File: config.mk
export PLATFORM = sky130hd
export DESIGN_NAME = imem_fetch_ctrl
export DESIGN_NICKNAME = d
export VERILOG_FILES = /design/src/rtl/imem_fetch_pkg.sv /design/src/rtl/imem_fetch_ctrl_fetch_queue.sv /design/src/rtl/imem_fetch_ctrl.sv
export SDC_FILE = /design/constraint.sdc
export NUM_CORES = 1
export LEC_CHECK = 0
export CAP_MARGIN = 25
export CORE_UTILIZATION = 30
export DETAILED_ROUTE_END_ITERATION = 16
export HOLD_SLACK_MARGIN = 0.15
export PLACE_DENSITY = 0.54
export RECOVER_POWER = 100
export SYNTH_ARGS = -nofsm -noshare
export SYNTH_HDL_FRONTEND = slang
export SYNTH_SLANG_ARGS = --single-unit
export TNS_END_PERCENT = 1
File: constraint.sdc
create_clock -name clk -period 11.64 [get_ports clk]
set_input_delay 2.91 -clock clk [delete_from_list [all_inputs] [get_ports clk]]
set_output_delay 2.91 -clock clk [all_outputs]
set_load 0.02 [all_outputs]
File: src/rtl/imem_fetch_pkg.sv
// ============================================================================
// Module : imem_fetch_pkg
// Brief  : Shared types and constants for the imem fetch controller.
// Rev    : 1.0
// ============================================================================
`default_nettype none

package imem_fetch_pkg;

  localparam int FE_N       = 32;
  localparam int FE_AW      = 6;
  localparam int FE_PCW     = 64;
  localparam int FE_ENTRY_W = FE_PCW + FE_N;

  localparam int QDEPTH     = 2;
  localparam int STARVE_MAX = 2;

  typedef struct packed {
    logic [FE_PCW-1:0] pc;
    logic [FE_N-1:0]   instr;
  } fetch_entry_t;

endpackage

`default_nettype wire

File: src/rtl/imem_fetch_ctrl_fetch_queue.sv
// ============================================================================
// Module : fetch_queue
// Brief  : Two-entry instruction FIFO with push/pop/flush; flush beats push.
// Rev    : 1.0
// ============================================================================
`default_nettype none

module fetch_queue
  import imem_fetch_pkg::*;
(
  input  logic                  clk,
  input  logic                  reset,
  input  logic                  i_push,
  input  logic [FE_ENTRY_W-1:0] i_data,
  input  logic                  i_pop,
  input  logic                  i_flush,
  output logic [FE_ENTRY_W-1:0] o_head,
  output logic [1:0]            o_count,
  output logic                  o_empty
);

  localparam logic [1:0] c_qdepth = 2'(QDEPTH);

  fetch_entry_t r_mem [QDEPTH];
  logic         r_wr_ptr;
  logic         r_rd_ptr;
  logic [1:0]   r_count;

  logic w_full;
  logic w_do_pop;
  logic w_do_push;

  assign w_full    = (r_count == c_qdepth);
  assign o_empty   = (r_count == 2'd0);
  assign w_do_pop  = i_pop && !o_empty;
  // A pop in the same cycle frees the slot a full-queue push needs.
  assign w_do_push = i_push && (!w_full || w_do_pop);

  always_ff @(posedge clk) begin
    if (reset || i_flush) begin
      r_wr_ptr <= 1'b0;
      r_rd_ptr <= 1'b0;
      r_count  <= 2'd0;
    end else begin
      if (w_do_push) begin
        r_mem[r_wr_ptr] <= fetch_entry_t'(i_data);
        r_wr_ptr        <= ~r_wr_ptr;
      end
      if (w_do_pop) begin
        r_rd_ptr <= ~r_rd_ptr;
      end
      r_count <= r_count + 2'(w_do_push) - 2'(w_do_pop);
    end
  end

  assign o_head  = r_mem[r_rd_ptr];
  assign o_count = r_count;

endmodule

`default_nettype wire

File: src/rtl/imem_fetch_ctrl.sv
// ============================================================================
// Module : imem_fetch_ctrl
// Brief  : Fetch PC sequencer and imem port arbiter between fetch and debug.
// Rev    : 1.0
// ============================================================================
`default_nettype none

module imem_fetch_ctrl
  import imem_fetch_pkg::*;
#(
  parameter int                N        = FE_N,
  parameter int                AW       = FE_AW,
  parameter int                PCW      = FE_PCW,
  parameter logic [PCW-1:0]    RESET_PC = '0
) (
  input  logic            clk,
  input  logic            reset,
  output logic [AW-1:0]   imem_addr,
  input  logic [N-1:0]    imem_q,
  input  logic            br_taken,
  input  logic [PCW-1:0]  br_target,
  output logic            out_valid,
  input  logic            out_ready,
  output logic [N-1:0]    out_instr,
  output logic [PCW-1:0]  out_pc,
  input  logic            dbg_req,
  input  logic [AW-1:0]   dbg_addr,
  output logic            dbg_gnt,
  output logic            dbg_valid,
  output logic [N-1:0]    dbg_data
);

  localparam logic [1:0] c_qdepth     = 2'(QDEPTH);
  localparam logic [1:0] c_starve_max = 2'(STARVE_MAX);

  logic [PCW-1:0] r_fetch_pc;
  logic [1:0]     r_starve;
  logic           r_dbg_valid;
  logic [N-1:0]   r_dbg_data;

  logic [FE_ENTRY_W-1:0] w_head;
  fetch_entry_t          w_head_e;
  logic [1:0]            w_count;
  logic                  w_empty;
  logic                  w_pop;
  logic                  w_fetch_want;
  logic                  w_dbg_gnt;
  logic                  w_fetch_gnt;
  logic                  w_unused_tgt;

  assign w_unused_tgt = ^br_target[1:0];

  assign out_valid    = !w_empty;
  assign w_pop        = out_valid && out_ready;
  assign w_fetch_want = !br_taken && ((w_count != c_qdepth) || w_pop);
  // Debug yields only once fetch has been starved for STARVE_MAX cycles.
  assign w_dbg_gnt    = !reset && dbg_req && !(w_fetch_want && (r_starve == c_starve_max));
  assign w_fetch_gnt  = !reset && w_fetch_want && !w_dbg_gnt;

  always_comb begin
    imem_addr = r_fetch_pc[AW+1:2];
    if (reset) begin
      imem_addr = RESET_PC[AW+1:2];
    end else if (w_dbg_gnt) begin
      imem_addr = dbg_addr;
    end
  end

  always_ff @(posedge clk) begin
    if (reset) begin
      r_fetch_pc  <= RESET_PC;
      r_starve    <= 2'd0;
      r_dbg_valid <= 1'b0;
      r_dbg_data  <= '0;
    end else begin
      if (br_taken) begin
        r_fetch_pc <= {br_target[PCW-1:2], 2'b00};
      end else if (w_fetch_gnt) begin
        r_fetch_pc <= r_fetch_pc + PCW'(4);
      end

      if (w_fetch_gnt) begin
        r_starve <= 2'd0;
      end else if (w_fetch_want && w_dbg_gnt && (r_starve != c_starve_max)) begin
        r_starve <= r_starve + 2'd1;
      end

      r_dbg_valid <= w_dbg_gnt;
      if (w_dbg_gnt) begin
        r_dbg_data <= imem_q;
      end
    end
  end

  fetch_queue u_queue (
    .clk     (clk),
    .reset   (reset),
    .i_push  (w_fetch_gnt),
    .i_data  ({r_fetch_pc, imem_q}),
    .i_pop   (w_pop),
    .i_flush (br_taken),
    .o_head  (w_head),
    .o_count (w_count),
    .o_empty (w_empty)
  );

  assign w_head_e  = fetch_entry_t'(w_head);
  assign out_pc    = w_head_e.pc;
  assign out_instr = w_head_e.instr;
  assign dbg_gnt   = w_dbg_gnt;
  assign dbg_valid = r_dbg_valid;
  assign dbg_data  = r_dbg_data;

endmodule

`default_nettype wire

==> results.md, run 1 <==
Clock network:
- The clock latency reported for the late side of the worst-skew pair is 530 ps.
- The number of levels the H-tree was split into is 2.
- After clock tree synthesis, the clock-pin slew on the worst setup and hold paths is 60 ps.
- The number of buffers created by CTS is 34.
- The CTS tree is yes.
- Gates resized during post-CTS repair numbered 0.
- Counting along the longest clock path gives a buffer depth of 3.
- Buffers inserted to repair hold after CTS numbered 0.
- The buffer count from post-CTS setup fixing is 0.
- The tree is rooted in a sky130_fd_sc_hd__clkbuf_16.
- The clock sink total is 290.

Power and ir drop:
- The power share of the sequential group is 48.1%.
- Power spread over the standard cell area amounts to 151 nW/um^2.
- The maximum VDD drop is 67.0 uV.
- The cell-internal power is 1.88 mW.
- The switching power is 0.558 mW.
- Summed over all cells, the static leakage comes to 5.48 nW.
- Of the total power, the clock network draws 43.2%.
- The share of total power dissipated in combinational logic is 8.7%.
- In this run switching power makes up 22.9% of total power.

Place:
- During placement, the flow inserted port buffers numbering 239.
- The wire-length estimate of the detail-placed layout is 22,400 um.
- After detailed placement, the total cell area comes to 15,100 um^2.
- Routability-driven placement finished with a final weighted congestion of 0.745.
- At the placement stage, the worst setup path has a slack of 3040 ps.

Logic synthesis:
- The flip-flop and latch count after synthesis is 290.
- Synthesis produced 997 cells.
- After synthesis, the mean cell area works out to 12.2 um^2.
- The most common flop cell mapped by yosys is sky130_fd_sc_hd__edfxtp_1.
- The dominant cell type by area after synthesis is sky130_fd_sc_hd__edfxtp_1.
- The number of different library cells used by synthesis comes to 65.
- The number of warnings reported in the yosys synthesis log is 0.
- The sequential element share of the synthesized area is 63.0%.
- In the post-synthesis netlist, the biggest area contributors are sky130_fd_sc_hd__edfxtp_1 46%, sky130_fd_sc_hd__dfxtp_1 17%, sky130_fd_sc_hd__mux2_2 9.5%.
- The synthesized design devotes to its leading area cell type 46.3% of total area.
- The synthesized design contains 188 enable-type register cells.
- After synthesis, the share of flip-flops with an asynchronous set or reset is 0%.
- The cell area after synthesis is 12,200 um^2.

Cells and area:
- The area taken by multi-input logic gates is 4170 um^2.
- At the end of the flow, the number of nets in the layout was 1,336.
- For this run, the share of the core covered by cells in the final layout is 40.4%.
- The most frequent standard cell in the layout excluding fill and tap cells is sky130_fd_sc_hd__edfxtp_1.
- Of the cells placed in the final design, the portion with a size suffix greater than 1 is 12.5%.
- The total of fill cells in the finished design is 3,853.
- The post-route standard cell area excluding fillers is 16,100 um^2.
- The area added between synthesis and finish is 32.1%.
- In the layout the commonest cells are 188 x sky130_fd_sc_hd__edfxtp_1, 146 x sky130_fd_sc_hd__dlygate4sd3_1, 139 x sky130_fd_sc_hd__nand2_1.
- The sequential cells in the finished layout cover a total of 7690 um^2.

Floorplan:
- The row count is 73.
- The number of placed I/O pins is 244.
- In this run the standard cell core region covers 39,900 um^2.
- The full die area is 41,500 um^2.
- The initial utilization of the core area, before any placement, comes to 30.6%.
- The die width is 204 um.
- The die extent in y is 204 um.

Timing:
- The worst clock skew is 21.4 ps.
- The post-route worst setup slack is 1980 ps.
- The total count of max-transition violations in the final report is 452.
- The worst slew margin relative to its limit is -156%.
- The worst hold slack is 450 ps.
- The number of endpoints failing setup at the final stage is 0.
- The final critical path takes up 83.0% of the cycle.
- The number of hold-slack violations in the final timing report is 0.
- The worst path needs 9660 ps of the cycle, external delays included.
- The final setup TNS is 0 ps.
- The maximum achievable frequency is 0.104 GHz.
- Setup repair after global routing left no endpoint under its margin.
- At the pin with the least slew margin, the transition time is 3840 ps.

Flow run:
- The tool flagged a number of max-cap violations equal to 10.

Worst setup path:
- The biggest fanout along the worst timing path is 51.
- For the worst setup path, the data arrival time is 6750 ps.
- The worst path required time is 8730 ps.
- Traced cell by cell, the critical path runs through buf_2 -> clkbuf_1 -> inv_2 -> nand3_1 -> and2_1 -> nand2_1 -> a21oi_1 -> dlygate4sd3_1.
- The highest cell delay on the worst timing path is 1780 ps.
- The path type of the worst setup path is input pin to output pin.
- STA classifies the critical path endpoint as an output pin.
- The reg2reg setup slack is 6100 ps.
- The category of the worst setup path launch point is an input pin.
- The critical path's slowest cell is sky130_fd_sc_hd__clkbuf_1.

Global routing:
- The overall fraction of global-route tracks in use is 16.4%.
- The wire length of the first global-routing pass is 51,500 um.
- The number of antenna violations at the first check in global routing came to 2.
- The via count of the first global-routing pass is 8,736.
- Entering global routing, the biggest net connects 81 pins.
- The total global routing overflow is 0.

Run status:
- The flow ran to the end, but the final reports show violations.
- The checks that failed: capacitance limit, slew limit.

Drt:
- After detailed routing, the average wire length per cell comes to 19.2 um.
- After detailed routing, the number of remaining DRC violations is 0.
- The via total after detailed routing is 8,858.
- The violation count after the first detailed-route iteration is 477.
- After detailed routing, the number of vias per cell comes to 4.98.
- The total wire length is 34,200 um.
- The count of TritonRoute iterations in the first routing pass is 4.
- The residual antenna-violating net count after detailed routing is 0.

Min path:
- The class of the most critical hold timing path is register to register.
-- synthesized netlist by cell type (6+ instances only) --
| cell | n |
|---|---|
| sky130_fd_sc_hd__a211oi_1 | 10 |
| sky130_fd_sc_hd__a21oi_1 | 60 |
| sky130_fd_sc_hd__a311oi_1 | 18 |
| sky130_fd_sc_hd__a31oi_1 | 12 |
| sky130_fd_sc_hd__and2_1 | 13 |
| sky130_fd_sc_hd__and3_1 | 13 |
| sky130_fd_sc_hd__clkbuf_1 | 43 |
| sky130_fd_sc_hd__dfxtp_1 | 102 |
| sky130_fd_sc_hd__edfxtp_1 | 188 |
| sky130_fd_sc_hd__inv_1 | 13 |
| sky130_fd_sc_hd__mux2_2 | 103 |
| sky130_fd_sc_hd__nand2_1 | 139 |
| sky130_fd_sc_hd__nand3_1 | 37 |
| sky130_fd_sc_hd__nand4_1 | 27 |
| sky130_fd_sc_hd__nor2_1 | 56 |
| sky130_fd_sc_hd__nor4_1 | 6 |
| sky130_fd_sc_hd__o211ai_1 | 15 |
| sky130_fd_sc_hd__o21ai_0 | 16 |
| sky130_fd_sc_hd__o31ai_1 | 8 |
| sky130_fd_sc_hd__or3_1 | 12 |
| sky130_fd_sc_hd__or4_1 | 13 |
| sky130_fd_sc_hd__xnor2_1 | 6 |
| sky130_fd_sc_hd__xor2_1 | 11 |
-- per-stage QoR --
stage               total power [mW]  std cells
detailed placement              1.42       1714
finish                          2.43       1778
global placement                1.41       1714
CTS                             2.48       1775
floorplan                       1.29        998
global route                    2.53       1776
-- flip-flops by register name, indices dropped and copies added, names as in the netlist, named ones only --
signal	cells
dbg_data	32
r_fetch_pc	62
u_queue.o_count	2
u_queue.r_mem	188
u_queue.r_rd_ptr	1
r_starve	2
u_queue.r_wr_ptr	1
dbg_valid	1
-- routing by layer --
metal	track usage, %	vias to the layer above	part of all wire [%]
met2	26.1	261	46
met5	0	-	0.038
met4	5.77	2	2.2
li1	-	4205	-
met3	3.96	50	7.1
met1	21.5	4340	45
-- cell type report --
class	instances	area share, %
Multi-Input combinational cell	636	25.9
Antenna cell	2	0.0311
Clock buffer	51	6.00
Timing Repair Buffer	250	15.1
Clock inverter	10	0.839
Sequential cell	290	47.7
Tap cell	525	4.08
Inverter	14	0.326
-- path summary, 6_finish.rpt --
path,start,endpoint,cells after the start
max,br_taken,imem_addr[5],8
min,dbg_data[15],dbg_data[15],2
max reg2reg,r_starve[0],r_fetch_pc[43],7
min reg2reg,dbg_data[15],dbg_data[15],2
-- power groups by stage --
stage / logic [mW] / clock network (mW) / registers (mW)
2_1_floorplan: 0.107 / 0 / 1.19
3_3_place_gp: 0.224 / 0 / 1.19
3_5_place_dp: 0.225 / 0 / 1.19
4_1_cts: 0.226 / 1.09 / 1.17
5_1_grt: 0.229 / 1.13 / 1.18
6_report: 0.212 / 1.05 / 1.17
-- worst max-delay path: cells and delay by family --
family                 cells  cell delay (ps)
buffers and inverters      4             2570
and+or+nand+nor            3             1030
AOI/OAI and AO/OA          1              190
-- cells by family (layout without fill, tap and decap cells) --
logic type | after synthesis | after routing | synth area share (%)
simple gates | 349 | 349 | 14.6
flops | 290 | 290 | 63.0
compound gates | 161 | 161 | 8.62
mux | 104 | 104 | 9.59
buf+inv | 72 | 325 | 2.64
xor+xnor | 17 | 17 | 1.22
fa+ha+maj | 3 | 3 | 0.308
other cells | 1 | 4 | 0.0307
No activity file was read; power rests on OpenSTA's default activity.
==> inputs of run 2 (changes only) <==
--- a/config.mk
+++ b/config.mk
@@ -9,7 +9,7 @@
 export CORE_UTILIZATION = 30
 export DETAILED_ROUTE_END_ITERATION = 16
 export HOLD_SLACK_MARGIN = 0.15
-export PLACE_DENSITY = 0.54
+export PLACE_DENSITY = 0.56
 export RECOVER_POWER = 100
 export SYNTH_ARGS = -nofsm -noshare
 export SYNTH_HDL_FRONTEND = slang
==> constraint.sdc (replaced) <==
create_clock -name clk -period 8.7 [get_ports clk]
set_input_delay 2.175 -clock clk [delete_from_list [all_inputs] [get_ports clk]]
set_output_delay 2.175 -clock clk [all_outputs]
set_load 0.02 [all_outputs]
==> results.md, run 2 (synthesized netlist as in run 1, its figures left out) <==
Cells and area:
- The final core utilization is 40.5% (was 40.4%).
- Most frequent cells in the layout: 188 x sky130_fd_sc_hd__edfxtp_1, 154 x sky130_fd_sc_hd__dlygate4sd3_1, 139 x sky130_fd_sc_hd__nand2_1 (was 188 x sky130_fd_sc_hd__edfxtp_1, 146 x sky130_fd_sc_hd__dlygate4sd3_1, 139 x sky130_fd_sc_hd__nand2_1).
- The post-route standard cell area excluding fillers is 16,200 um^2 (was 16,100 um^2).
- The area added between synthesis and finish came to 32.6% (was 32.1%).
- The most frequent standard cell in the layout excluding fill and tap cells is sky130_fd_sc_hd__edfxtp_1 (unchanged).
- The final net count came to 1,338 (was 1,336).
- The largest register by flop count is u_queue.r_mem (unchanged).
- The sequential standard cell area is 7690 um^2 (unchanged).
- The fraction of final layout cells with drive strength greater than 1 is 13.3% (was 12.5%).
- The area taken by multi-input logic gates is 4180 um^2 (was 4170 um^2).
- The flip-flop count of the largest register after layout is 188 (unchanged).
- The total of fill cells in the finished design is 3,786 (was 3,853).
- The number of diodes was 0 (was 2).

Clock network:
- The post-cts repair resize count is 0 (unchanged).
- The clock edge transition at the registers on the reported setup and hold paths is 60 ps (about the same).
- The number of levels the H-tree was split into is 2 (unchanged).
- The buffer count from post-CTS setup fixing came to 0 (unchanged).
- The maximum buffer depth of the clock tree is 3 (unchanged).
- The quantity of hold-fixing buffers added after cts is 0 (unchanged).
- The clock latency reported for the late side of the worst-skew pair came to 540 ps (was 530 ps).
- The clock tree root driver cell was sky130_fd_sc_hd__clkbuf_16 (unchanged).
- The clock sink total is 290 (unchanged).
- The CTS tree is yes (unchanged).
- The number of buffers created by CTS is 35 (was 34).

Power and ir drop:
- The proportion of power drawn by the clock network is 43.7% (was 43.2%).
- The maximum VDD drop is 124 uV (was 67.0 uV).
- The power density over cell area came to 203 nW/um^2 (was 151 nW/um^2).
- The power share of the sequential group is 47.7% (was 48.1%).
- The logic gate share of total power came to 8.6% (was 8.7%).
- The switching power was 0.767 mW (was 0.558 mW).
- The cell-internal power came to 2.51 mW (was 1.88 mW).
- The leakage power figure came to 5.49 nW (was 5.48 nW).
- The fraction of power spent switching nets is 23.4% (was 22.9%).

Worst setup path:
- The critical path's slowest cell is sky130_fd_sc_hd__clkbuf_1 (unchanged).
- The category of the worst setup path launch point is an input pin (unchanged).
- The arrival time at the worst endpoint is 5470 ps (was 6750 ps).
- The reg2reg setup slack was 4330 ps (was 6100 ps).
- The biggest fanout along the worst timing path is 28 (was 51).
- The worst path required time is 6530 ps (was 8730 ps).
- Sequence of cells on the critical path: dlygate4sd3_1 -> or3b_2 -> nand3_1 -> nand2_1 -> clkbuf_1 -> nand2_1 -> a21oi_1 -> dlygate4sd3_1 (was buf_2 -> clkbuf_1 -> inv_2 -> nand3_1 -> and2_1 -> nand2_1 -> a21oi_1 -> dlygate4sd3_1).
- The endpoint type of the worst setup path is an output pin (unchanged).
- The path type of the worst setup path is input pin to output pin (unchanged).
- The highest cell delay on the worst timing path came to 990 ps (was 1780 ps).

Timing:
- The slew at the pin closest to its max-slew limit is 2980 ps (was 3840 ps).
- Derived from the worst setup path, the maximum achievable clock frequency is 0.131 GHz.
- The total count of max-transition violations in the final report came to 161 (was 452).
- Unrepaired setup endpoints after global routing: no (unchanged).
- After layout, the worst path uses 87.9% of the clock period.
- The worst slew margin relative to its limit is -98.7% (was -156%).
- The worst clock skew is 14.7 ps (was 21.4 ps).
- The post-layout minimum cycle time is 7650 ps.
- The post-route worst setup slack is 1050 ps (was 1980 ps).
- The final setup TNS is 0 ps (unchanged).
- The number of hold-slack violations in the final timing report is 0 (unchanged).
- The number of endpoints failing setup at the final stage came to 0 (unchanged).

Global routing:
- The via count of the first global-routing pass is 8,885 (was 8,736).
- The total global routing overflow is 0 (unchanged).
- The largest net degree at the start of global routing is 81 (unchanged).
- The wire length of the first global-routing pass is 51,900 um (was 51,500 um).
- The number of antenna violations at the first check in global routing is 3 (was 2).
- The overall fraction of global-route tracks in use came to 16.4% (about the same).

Place:
- The final estimated routing congestion in global placement was 0.741 (was 0.745).
- The placed standard-cell area is 15,100 um^2 (about the same).
- The count of buffers inserted at the top-level ports is 239 (unchanged).
- The pre-CTS setup slack is 1630 ps (was 3040 ps).
- The final HPWL from detailed placement is 22,600 um (was 22,400 um).

Run status:
- Violated checks: capacitance limit, slew limit (unchanged).
- Status: finished, violations left (unchanged).

Drt:
- The via density per instance is 4.96 (was 4.98).
- The DRC violation count after routing was 0 (unchanged).
- The residual antenna-violating net count after detailed routing is 0 (unchanged).
- The wire length per cell is 19.1 um (was 19.2 um).
- The via total after detailed routing is 8,824 (was 8,858).
- The total wire length is 33,900 um (was 34,200 um).
- The violation count after the first detailed-route iteration is 396 (was 477).
- The count of TritonRoute iterations in the first routing pass came to 5 (was 4).

Floorplan:
- The die width was 204 um (unchanged).
- The row count is 73 (unchanged).
- The effective utilization at floorplan came to 30.6% (unchanged).
- The number of placed I/O pins came to 244 (unchanged).
- The full die area is 41,500 um^2 (unchanged).
- The die extent in y is 204 um (unchanged).
- The standard cell core area came to 39,900 um^2 (unchanged).

Flow run:
- The number of maximum-capacitance constraint violations is 4 (was 10).

Min path:
- The class of the most critical hold timing path is register to register (unchanged).
-- run 2: changes by cell type in the layout (fill, tap and decap cells not counted), sizes merged --
cell           before  now
clkdlybuf4s50      91   83
dlygate4sd3       146  154
clkbuf             60   53
buf                 4    8
clkinv              5    9
diode               2    0
inv                15   17
clkinvlp            1    2
-- run 2: final timing paths --
check,endpoint,from,cells after the start
min,dbg_data[8],dbg_data[8],2
max reg2reg,u_queue.r_mem[1][15],r_starve[0],6
max,imem_addr[3],out_ready,8
min reg2reg,dbg_data[8],dbg_data[8],2
-- run 2: final cells by class --
type	instances	area share, %
Sequential cell	290	47.5
Multi-Input combinational cell	636	25.8
Timing Repair Buffer	251	15.3
Clock buffer	47	5.88
Tap cell	525	4.06
Clock inverter	17	1.08
Inverter	14	0.325
-- run 2: per-stage QoR --
step | power, mW | instances | hold slack, ps
finish | 3.28 | 1780 | 450
global route | 3.41 | 1780 | 467
CTS | 3.35 | 1780 | 455
detailed placement | 1.90 | 1716 | 447
global placement | 1.89 | 1715 | 442
floorplan | 1.73 | 998 | 440
-- run 2: layer usage --
layer  track usage (%)  vias up  share of wire (%)
met3              4.41       41                6.6
met5                 0        -               0.10
met4              3.97        6                1.5
met1              21.4     4313                 45
met2              26.8      255                 47
li1                  -     4209                  -
-- run 2: worst max-delay path: cells and delay by family --
family	cells	cell delay [ps]
simple gates	4	850
compound gates	1	170
buf+inv	3	2260
-- run 2: power by group through the flow --
stage          combinational [mW]  clock (mW)  sequential, mW
6_report                    0.283        1.43            1.57
5_1_grt                     0.307        1.53            1.57
4_1_cts                     0.303        1.48            1.56
3_5_place_dp                0.302           0            1.59
3_3_place_gp                0.299           0            1.59
2_1_floorplan               0.144           0            1.59
==> inputs of run 3 (changes only) <==
--- a/config.mk
+++ b/config.mk
@@ -6,11 +6,13 @@
 export NUM_CORES = 1
 export LEC_CHECK = 0
 export CAP_MARGIN = 25
+export CORE_ASPECT_RATIO = 0.9
 export CORE_UTILIZATION = 30
 export DETAILED_ROUTE_END_ITERATION = 16
 export HOLD_SLACK_MARGIN = 0.15
 export PLACE_DENSITY = 0.56
 export RECOVER_POWER = 100
+export SKIP_LAST_GASP = 1
 export SYNTH_ARGS = -nofsm -noshare
 export SYNTH_HDL_FRONTEND = slang
 export SYNTH_SLANG_ARGS = --single-unit
==> results.md, run 3 (synthesized netlist as in run 1, its figures left out) <==
Run status:
- Status: finished, violations left (unchanged).
- Violated checks: capacitance limit, slew limit (unchanged).

Drt:
- The count of TritonRoute iterations in the first routing pass is 5 (unchanged).
- The residual antenna-violating net count after detailed routing came to 0 (unchanged).
- The via density per instance was 4.92 (was 4.96).
- The violation count after the first detailed-route iteration is 425 (was 396).
- The via total after detailed routing is 8,793 (was 8,824).
- The wire length per cell is 18.7 um (was 19.1 um).
- The total wire length is 33,400 um (was 33,900 um).
- The DRC violation count after routing is 0 (unchanged).

Timing:
- The total count of max-transition violations in the final report is 174 (was 161).
- The number of endpoints failing setup at the final stage is 0 (unchanged).
- The number of hold-slack violations in the final timing report came to 0 (unchanged).
- The worst slew margin relative to its limit was -73.3% (was -98.7%).
- The final setup TNS is 0 ps (unchanged).
- Unrepaired setup endpoints after global routing: no (unchanged).
- The post-layout minimum cycle time is 7270 ps (was 7650 ps).
- The maximum achievable frequency was 0.138 GHz (was 0.131 GHz).
- The post-route fraction of the period consumed by the critical path is 83.5% (was 87.9%).
- The slew at the pin closest to its max-slew limit is 2580 ps (was 2980 ps).
- The worst clock skew was 19.0 ps (was 14.7 ps).

Global routing:
- The overall fraction of global-route tracks in use is 15.8% (was 16.4%).
- The met2 layer usage reported by global route came to 25.3% (was 26.8%).
- The via count of the first global-routing pass was 8,504 (was 8,885).
- The total global routing overflow is 0 (unchanged).
- The number of antenna violations at the first check in global routing is 4 (was 3).
- The largest net degree at the start of global routing is 81 (unchanged).
- The busiest metal layer after global routing is met2 (unchanged).
- The met3 capacity usage during global routing is 3.68% (was 4.41%).
- The wire length of the first global-routing pass is 50,900 um (was 51,900 um).
- The global routing met1 resource utilization is 21.3% (was 21.4%).

Cells and area:
- The area added between synthesis and finish was 31.7% (was 32.6%).
- Most frequent cells in the layout: 188 x sky130_fd_sc_hd__edfxtp_1, 156 x sky130_fd_sc_hd__dlygate4sd3_1, 139 x sky130_fd_sc_hd__nand2_1 (was 188 x sky130_fd_sc_hd__edfxtp_1, 154 x sky130_fd_sc_hd__dlygate4sd3_1, 139 x sky130_fd_sc_hd__nand2_1).
- The largest register by flop count is u_queue.r_mem (unchanged).
- The final net count was 1,338 (unchanged).
- The post-route standard cell area excluding fillers is 16,100 um^2 (was 16,200 um^2).
- The most frequent standard cell in the layout excluding fill and tap cells is sky130_fd_sc_hd__edfxtp_1 (unchanged).
- The fraction of final layout cells with drive strength greater than 1 came to 13.5% (was 13.3%).
- The flip-flop count of the largest register after layout is 188 (unchanged).
- The final core utilization came to 40.4% (was 40.5%).

Clock network:
- The number of levels the H-tree was split into is 2 (unchanged).
- The clock tree root driver cell is sky130_fd_sc_hd__clkbuf_16 (unchanged).
- The clock edge transition at the registers on the reported setup and hold paths is 60 ps (about the same).
- The quantity of hold-fixing buffers added after cts came to 0 (unchanged).
- The post-cts repair resize count is 0 (unchanged).
- The CTS tree is yes (unchanged).
- The maximum buffer depth of the clock tree is 3 (unchanged).
- The clock sink total came to 290 (unchanged).
- The clock latency reported for the late side of the worst-skew pair is 520 ps (was 540 ps).
- The number of buffers created by CTS is 34 (was 35).
- The buffer count from post-CTS setup fixing came to 0 (unchanged).

Floorplan:
- The standard cell core area is 39,800 um^2 (was 39,900 um^2).
- The effective utilization at floorplan is 30.7% (was 30.6%).
- The die extent in y is 193 um (was 204 um).
- The row count is 69 (was 73).
- The full die area is 41,500 um^2 (about the same).
- The number of placed I/O pins was 244 (unchanged).
- The die width is 215 um (was 204 um).

Power and ir drop:
- The leakage power figure was 5.45 nW (was 5.49 nW).
- The power density over cell area came to 197 nW/um^2 (was 203 nW/um^2).
- The maximum VDD drop came to 118 uV (was 124 uV).
- The total power of the final layout came to 3.17 mW (was 3.28 mW).

Place:
- The final HPWL from detailed placement was 21,800 um (was 22,600 um).
- The final estimated routing congestion in global placement was 0.771 (was 0.741).
- The placed standard-cell area is 15,100 um^2 (about the same).
- The count of buffers inserted at the top-level ports is 239 (unchanged).

Worst setup path:
- The biggest fanout along the worst timing path is 51 (was 28).
- The worst path required time was 9120 ps (was 6530 ps).
- The path type of the worst setup path is input pin to register (was input pin to output pin).
- The reg2reg setup slack is 3340 ps (was 4330 ps).
- The endpoint type of the worst setup path was a register (was output pin).
- The arrival time at the worst endpoint is 7690 ps (was 5470 ps).
- The category of the worst setup path launch point is an input pin (unchanged).

Flow run:
- The number of maximum-capacitance constraint violations was 5 (was 4).

Min path:
- The class of the most critical hold timing path is register to register (unchanged).
[run 3: report_power, final]
group	switching [mW]	total (mW)	internal (mW)
sequential	0.0454	1.56	1.52
clock	0.558	1.32	0.765
combinational	0.151	0.281	0.130
[run 3: worst paths after layout]
kind | to | start | cells after the start
min reg2reg | dbg_data[22] | dbg_data[22] | 2
max reg2reg | r_fetch_pc[49] | r_starve[0] | 7
min | dbg_data[22] | dbg_data[22] | 2
max | r_fetch_pc[49] | br_taken | 7
[run 3: critical path, cell delays in order]
cell and delay (ps):
sky130_fd_sc_hd__buf_2 90, sky130_fd_sc_hd__buf_4 290, sky130_fd_sc_hd__or2_0 490, sky130_fd_sc_hd__nor4_1 2090, sky130_fd_sc_hd__nand4_1 1410, sky130_fd_sc_hd__or4_1 830, sky130_fd_sc_hd__a311oi_1 270
[run 3: per-layer routing]
metal	up-vias	routed length, um
li1	4200	-
met1	4262	15100
met2	276	15300
met3	53	2120
met4	2	815
met5	-	13
[run 3: final cells by class]
cell class	count	area, um^2
Fill cell	3812	23700
Sequential cell	290	7690
Multi-Input combinational cell	636	4170
Timing Repair Buffer	252	2460
Clock buffer	44	940
Tap cell	532	666
Clock inverter	17	96.3
Inverter	14	52.6
Antenna cell	2	5.00
[run 3: metrics by stage]
| step | worst slack (ps) | instances | hold slack, ps |
|---|---|---|---|
| after CTS | 1830 | 1783 | 454 |
| after global placement | 1870 | 1722 | 444 |
| after floorplan | 1540 | 998 | 440 |
| after detailed placement | 1840 | 1722 | 446 |
| final | 1430 | 1787 | 448 |
| after global routing | 921 | 1786 | 475 |
